## config.mk

```make
export PLATFORM = sky130hd
export DESIGN_NAME = s1_fluxo_pontos_flat
export DESIGN_NICKNAME = d
export VERILOG_FILES = /design/src/rtl/s1_fluxo_pontos_if.sv /design/src/rtl/s1_fluxo_pontos.sv /design/src/flat_wrapper.sv
export SDC_FILE = /design/constraint.sdc
export NUM_CORES = 1
export LEC_CHECK = 0
export ABC_AREA = 1
export CORE_UTILIZATION = 50
export DETAILED_ROUTE_END_ITERATION = 7
export PLACE_DENSITY = 0.7
export SKIP_CTS_REPAIR_TIMING = 1
export SYNTH_ARGS = -nofsm -noshare
export SYNTH_HDL_FRONTEND = slang
export SYNTH_SLANG_ARGS = --single-unit
```

## constraint.sdc

```tcl
create_clock -name clock -period 3.1 [get_ports clock]
set_input_delay 0.93 -clock clock [delete_from_list [all_inputs] [get_ports clock]]
set_output_delay 0.93 -clock clock [all_outputs]
set_load 0.005 [all_outputs]
```

## src/rtl/s1_fluxo_pontos_if.sv

```systemverilog
// Command/status interface between the S1 game control FSM (master) and the
// scoring datapath (slave).
interface s1_fluxo_pontos_if #(
    parameter int LMT_W = 4,
    parameter int ERR_W = 4,
    parameter int PTS_W = 7
);
    logic             zeraL;
    logic             contaL;
    logic             zeraErro;
    logic             contaErro;
    logic             regErro;
    logic             zeraMemErro;
    logic             zeraPontos;
    logic             regPontos;
    logic             fimL;
    logic [LMT_W-1:0] limite;
    logic [ERR_W-1:0] erros_rodada;
    logic [ERR_W-1:0] erro_lido;
    logic [PTS_W-1:0] pontos;
    logic             db_saturou;

    modport master (
        output zeraL, contaL, zeraErro, contaErro, regErro, zeraMemErro,
               zeraPontos, regPontos,
        input  fimL, limite, erros_rodada, erro_lido, pontos, db_saturou
    );

    modport slave (
        input  zeraL, contaL, zeraErro, contaErro, regErro, zeraMemErro,
               zeraPontos, regPontos,
        output fimL, limite, erros_rodada, erro_lido, pontos, db_saturou
    );
endinterface

```

## src/rtl/s1_fluxo_pontos.sv

```systemverilog
// Scoring datapath for the S1 game: round counter, per-round error counter,
// error memory with registered read, and the score register.
module s1_fluxo_pontos #(
    parameter int N_RODADAS  = 16,
    parameter int LMT_W      = 4,
    parameter int ERR_W      = 4,
    parameter int PTS_W      = 7,
    parameter int PONTOS_INI = 100,
    parameter int PENALIDADE = 2
) (
    input logic              clock,
    input logic              reset,
    s1_fluxo_pontos_if.slave bus
);
    localparam int              PEN_W   = ERR_W + PTS_W;
    localparam logic [LMT_W-1:0] LMT_MAX = LMT_W'(N_RODADAS - 1);

    logic [LMT_W-1:0] cont_lmt;
    logic [ERR_W-1:0] erros;
    logic [ERR_W-1:0] mem_erro [N_RODADAS];
    logic [ERR_W-1:0] erro_lido_q;
    logic [PTS_W-1:0] pontos_q;
    logic             saturou;

    logic [PEN_W-1:0] penal;
    logic [PEN_W-1:0] pontos_ext;
    logic [PTS_W-1:0] parcial;
    logic             clamp;
    logic             sat_lmt;
    logic             sat_err;
    logic             sat_pts;

    // Penalty is formed at full width so a large error count can never wrap
    // into an apparently small deduction.
    always_comb begin
        penal      = PEN_W'(erro_lido_q) * PEN_W'(PENALIDADE);
        pontos_ext = PEN_W'(pontos_q);
        clamp      = pontos_ext < penal;
        parcial    = clamp ? '0 : PTS_W'(pontos_ext - penal);
        sat_lmt    = bus.contaL && !bus.zeraL && (cont_lmt == LMT_MAX);
        sat_err    = bus.contaErro && !bus.zeraErro && (&erros);
        sat_pts    = bus.regPontos && !bus.zeraPontos && clamp;
    end

    always_ff @(posedge clock or negedge reset) begin
        if (!reset) begin
            cont_lmt <= '0;
        end else if (bus.zeraL) begin
            cont_lmt <= '0;
        end else if (bus.contaL && (cont_lmt != LMT_MAX)) begin
            cont_lmt <= cont_lmt + LMT_W'(1);
        end
    end

    always_ff @(posedge clock or negedge reset) begin
        if (!reset) begin
            erros <= '0;
        end else if (bus.zeraErro) begin
            erros <= '0;
        end else if (bus.contaErro && !(&erros)) begin
            erros <= erros + ERR_W'(1);
        end
    end

    // NOTE: the error memory is a small register array that must read as all
    // zeros straight out of reset, so every entry sits on the async reset.
    always_ff @(posedge clock or negedge reset) begin
        if (!reset) begin
            for (int i = 0; i < N_RODADAS; i++) mem_erro[i] <= '0;
        end else if (bus.zeraMemErro) begin
            for (int i = 0; i < N_RODADAS; i++) mem_erro[i] <= '0;
        end else if (bus.regErro) begin
            mem_erro[cont_lmt] <= erros;
        end
    end

    // NOTE: non-blocking assignment makes this read see the pre-edge entry,
    // giving read-before-write when regErro targets the same address.
    always_ff @(posedge clock or negedge reset) begin
        if (!reset) begin
            erro_lido_q <= '0;
        end else begin
            erro_lido_q <= mem_erro[cont_lmt];
        end
    end

    always_ff @(posedge clock or negedge reset) begin
        if (!reset) begin
            pontos_q <= '0;
        end else if (bus.zeraPontos) begin
            pontos_q <= PTS_W'(PONTOS_INI);
        end else if (bus.regPontos) begin
            pontos_q <= parcial;
        end
    end

    // A saturation event in the same cycle as zeraMemErro still gets recorded.
    always_ff @(posedge clock or negedge reset) begin
        if (!reset) begin
            saturou <= 1'b0;
        end else if (sat_lmt || sat_err || sat_pts) begin
            saturou <= 1'b1;
        end else if (bus.zeraMemErro) begin
            saturou <= 1'b0;
        end
    end

    assign bus.fimL         = (cont_lmt == LMT_MAX);
    assign bus.limite       = cont_lmt;
    assign bus.erros_rodada = erros;
    assign bus.erro_lido    = erro_lido_q;
    assign bus.pontos       = pontos_q;
    assign bus.db_saturou   = saturou;
endmodule

```

## src/flat_wrapper.sv

```systemverilog
// flat-port wrapper written by rule: the top's interface ports become plain ports
module s1_fluxo_pontos_flat 
#(
    parameter int N_RODADAS  = 16,
    parameter int LMT_W      = 4,
    parameter int ERR_W      = 4,
    parameter int PTS_W      = 7,
    parameter int PONTOS_INI = 100,
    parameter int PENALIDADE = 2
)
  (clock, reset, bus_zeraL, bus_contaL, bus_zeraErro, bus_contaErro, bus_regErro, bus_zeraMemErro, bus_zeraPontos, bus_regPontos, bus_fimL, bus_limite, bus_erros_rodada, bus_erro_lido, bus_pontos, bus_db_saturou);
  s1_fluxo_pontos_if #(.LMT_W(LMT_W), .ERR_W(ERR_W), .PTS_W(PTS_W)) bus_i ();
  input logic clock;
  input logic reset;
  input wire logic [$bits(bus_i.zeraL)-1:0] bus_zeraL;
  input wire logic [$bits(bus_i.contaL)-1:0] bus_contaL;
  input wire logic [$bits(bus_i.zeraErro)-1:0] bus_zeraErro;
  input wire logic [$bits(bus_i.contaErro)-1:0] bus_contaErro;
  input wire logic [$bits(bus_i.regErro)-1:0] bus_regErro;
  input wire logic [$bits(bus_i.zeraMemErro)-1:0] bus_zeraMemErro;
  input wire logic [$bits(bus_i.zeraPontos)-1:0] bus_zeraPontos;
  input wire logic [$bits(bus_i.regPontos)-1:0] bus_regPontos;
  output wire logic [$bits(bus_i.fimL)-1:0] bus_fimL;
  output wire logic [$bits(bus_i.limite)-1:0] bus_limite;
  output wire logic [$bits(bus_i.erros_rodada)-1:0] bus_erros_rodada;
  output wire logic [$bits(bus_i.erro_lido)-1:0] bus_erro_lido;
  output wire logic [$bits(bus_i.pontos)-1:0] bus_pontos;
  output wire logic [$bits(bus_i.db_saturou)-1:0] bus_db_saturou;
  assign bus_i.zeraL = bus_zeraL;
  assign bus_i.contaL = bus_contaL;
  assign bus_i.zeraErro = bus_zeraErro;
  assign bus_i.contaErro = bus_contaErro;
  assign bus_i.regErro = bus_regErro;
  assign bus_i.zeraMemErro = bus_zeraMemErro;
  assign bus_i.zeraPontos = bus_zeraPontos;
  assign bus_i.regPontos = bus_regPontos;
  assign bus_fimL = bus_i.fimL;
  assign bus_limite = bus_i.limite;
  assign bus_erros_rodada = bus_i.erros_rodada;
  assign bus_erro_lido = bus_i.erro_lido;
  assign bus_pontos = bus_i.pontos;
  assign bus_db_saturou = bus_i.db_saturou;
  s1_fluxo_pontos #(.N_RODADAS(N_RODADAS), .LMT_W(LMT_W), .ERR_W(ERR_W), .PTS_W(PTS_W), .PONTOS_INI(PONTOS_INI), .PENALIDADE(PENALIDADE)) u_core (.clock(clock), .reset(reset), .bus(bus_i));
endmodule
```

==> impl_metrics.csv <==
group,metric,value,unit
status,status,"finished clean",
floorplanning,fp.dieW,92.81,microns
setup_path,cp_max_fo,8,
synthesis,yosysMostFrequentCell,"nand2_1",
setup_path,cp-start-kind,"flop",
sta,setup_viol,0,
synthesis,synth_cell_type_count,32,
clock_tree,clock_path_buffers,2,
synthesis,post-synth-top-area-fraction,50.38,%
finish,seq_area,2077,sq um
setup_path,critPathMaxStageDelay,0.60,ns
setup_path,cpMaxStageDelayCell,"dfrtp_1",
job,maxCapViolCount,0,
clock_tree,cts_buffers,9,
placement,portBuffers,29,
power_and_ir_drop,p_total,2371,uW
finish,n_antenna_cell,0,
route,num_vias,3416,
global_route,grt_pass1_wl,16260,microns
placement,dpl.hpwl,6330,microns
route,drc,0,
sta,finalMaxSlewViolations,0,
synthesis,syn_inst,473,
finish,nets,520,
clock_tree,root_buffer,"clkbuf_8",
finish,area_growth,13.63,%
power_and_ir_drop,powerDensity,506.2,nW/um^2
clock_tree,clk_pin_slew,0.08,ns
synthesis,avgSynthCellArea,8.716,sq um
sta,rsz0062_at_grt,"no",
setup_path,crit_buf_inv,3,
floorplanning,num_rows,32,
floorplanning,num_io_pins,31,
clock_tree,cts_tree,"done",
synthesis,synth.top_cells.by_area,"dfrtp_1 (50%), nand2_1 (7.9%), o21ai_0 (6.6%)",
sta,fin_crit_sh,90.42,%
finish,final_area,4684,sq um
route,dr.pass1.iters,4,
power_and_ir_drop,p_leak,0.002223,uW
floorplanning,die_area,8613,sq um
sta,slew-limit-headroom,50.21,%
setup_path,cp-end-kind,"output port",
setup_path,r2r_slack,0.98,ns
sta,finalHoldViolCount,0,
power_and_ir_drop,ir_drop,0.3841,mV
global_route,antenna_found_initial,0,
clock_tree,clock-sinks,83,
synthesis,synthArstFlopShare,100.0,%
finish,drive_gt1_share,8.730,%
route,post_drt_wl_per_cell,15.87,microns
synthesis,synth_edf_count,0,
setup_path,critPathKind,"flop to output port",
finish,final_cells,606,
global_route,grt_max_degree,84,
route,drtAntennaViolNets,0,
synthesis,synth_ff_type,"dfrtp_1",
route,drt_iter0_drc,275,
global_route,grtUsageTotal,24.65,%
floorplanning,die_height,92.81,microns
finish,n_fill_cell,701,
setup_path,path_cells,"nand2_2 -> inv_2 -> nand2_4 -> clkinv_4 -> clkdlybuf4s50_1",
sta,finalCriticalPeriod,2.803,ns
clock_tree,cts_max_level,3,
placement,place_area,4506,sq um
route,wirelength,9615,microns
setup_path,required,2.17,ns
synthesis,netlist_area,4123,sq um
synthesis,ys_seq_area_share,50.38,%
placement,placed_cells,591,
floorplanning,initial_core_util,52.54,%
floorplanning,coreArea,7848,sq um
sta,fmax,356.8,MHz
setup_path,path_delay_family,"buffers and inverters",
sta,skew,0.007661,ns
finish,multi_input_area,1729,sq um
hold_path,hp-class,"flop to flop",
synthesis,yosysWarnings,0,
placement,place.gp.congestion,0.8117,
synthesis,yosys-top-cells-count,"nand2_1 (87), dfrtp_1 (83), inv_1 (55)",
synthesis,syn-num-nets,493,
clock_tree,insertion_delay,0.36,ns
route,routed_via_density,5.637,
setup_path,cp.arrival,1.87,ns
sta,fin_tns_setup,0,ns
sta,tightest_slew,0.7451,ns
global_route,gr-total-overflow,0,
synthesis,synth-seq-cells,83,
synthesis,yosysTopAreaCell,"dfrtp_1",
global_route,grt_pass1_vias,3322,
[stage by stage]
step | util [%] | worst slack, ns | hold slack [ns]
after CTS | 59.69 | 0.2754 | 0.5163
after floorplan | - | 1.273 | 0.4753
after detailed placement | 57.41 | 0.6456 | 0.4961
after global placement | 57.41 | 0.6660 | 0.4896
after global routing | 59.69 | 0.2235 | 0.5438
final | 59.69 | 0.2969 | 0.5156
[cell type report]
class | instances | area share [%]
clock inverters | 2 | 0.2137
clock buffers | 13 | 3.606
flip-flops and latches | 83 | 44.34
well taps | 102 | 2.724
multi-input cells | 311 | 36.91
repair buffers | 34 | 7.212
inverters | 61 | 4.995
[logic make-up after synthesis]
group / count (synthesis) / synth area share [%]
DFF: 83 / 50.38
adders and majority gates: 10 / 3.217
and+or+nand+nor: 160 / 19.12
buffers and inverters: 79 / 7.678
AOI/OAI and AO/OA: 138 / 19.09
xor gates and xnor gates: 2 / 0.4250
other: 1 / 0.09096
[layout by cell type, fill, tap and decap left out, types with 2 or more instances in the layout]
master,Yosys,final
nand2_1,87,87
dfrtp_1,83,83
inv_1,55,55
o21ai_0,54,54
nand3_1,40,40
o22ai_1,34,34
clkdlybuf4s50_1,0,28
a21oi_1,26,26
o211ai_1,12,12
clkbuf_8,0,12
nand2_4,11,11
nor2_1,11,11
ha_1,9,9
inv_2,5,5
nand4_1,5,5
o21ai_1,5,5
buf_4,3,5
nand2_2,2,2
nor2_8,2,2
nor2_2,2,2
a31oi_1,2,2
clkinv_2,0,2
[worst paths after layout]
kind | startpoint | to | cells after the start
max reg2reg | u_core.bus.limite[1] | u_core.mem_erro[62] | 8
min in group asynchronous | reset | u_core.mem_erro[24] | 2
min | u_core.mem_erro[48] | u_core.mem_erro[48] | 2
max in group asynchronous | reset | u_core.mem_erro[2] | 2
min reg2reg | u_core.mem_erro[48] | u_core.mem_erro[48] | 2
max | u_core.bus.limite[2] | bus_fimL | 5
[sequential cells by signal, summed over array words and instances, names as in the netlist]
register,cells
u_core.mem_erro,64
u_core.bus.pontos,6
u_core.bus.erro_lido,4
u_core.bus.erros_rodada,4
u_core.bus.limite,4
u_core.bus.db_saturou,1
[worst min-delay path, delay by kind of cell (launching register included)]
| kind | cells | cell delay [ns] |
|---|---|---|
| and+or+nand+nor | 1 | 0.07 |
| AOI/OAI and AO/OA | 1 | 0.06 |
| DFF | 1 | 0.35 |
[where the power goes]
| group | leakage [uW] | total [uW] | internal, uW | switching, uW |
|---|---|---|---|---|
| Combinational | 0.000993 | 473 | 189 | 284 |
| Clock | 0.0000953 | 724 | 350 | 373 |
| Sequential | 0.00114 | 1170 | 1130 | 46.9 |
| Total | 0.00222 | 2370 | 1670 | 704 |
[routing by layer]
metal	GRT usage, %	up-vias	part of all wire [%]
met5	0	-	0
met4	8.077	0	1.5
met3	4.762	10	4.6
met2	38.48	82	47
met1	34.55	1661	47
li1	-	1663	-
(Power assumes the default switching activity.)
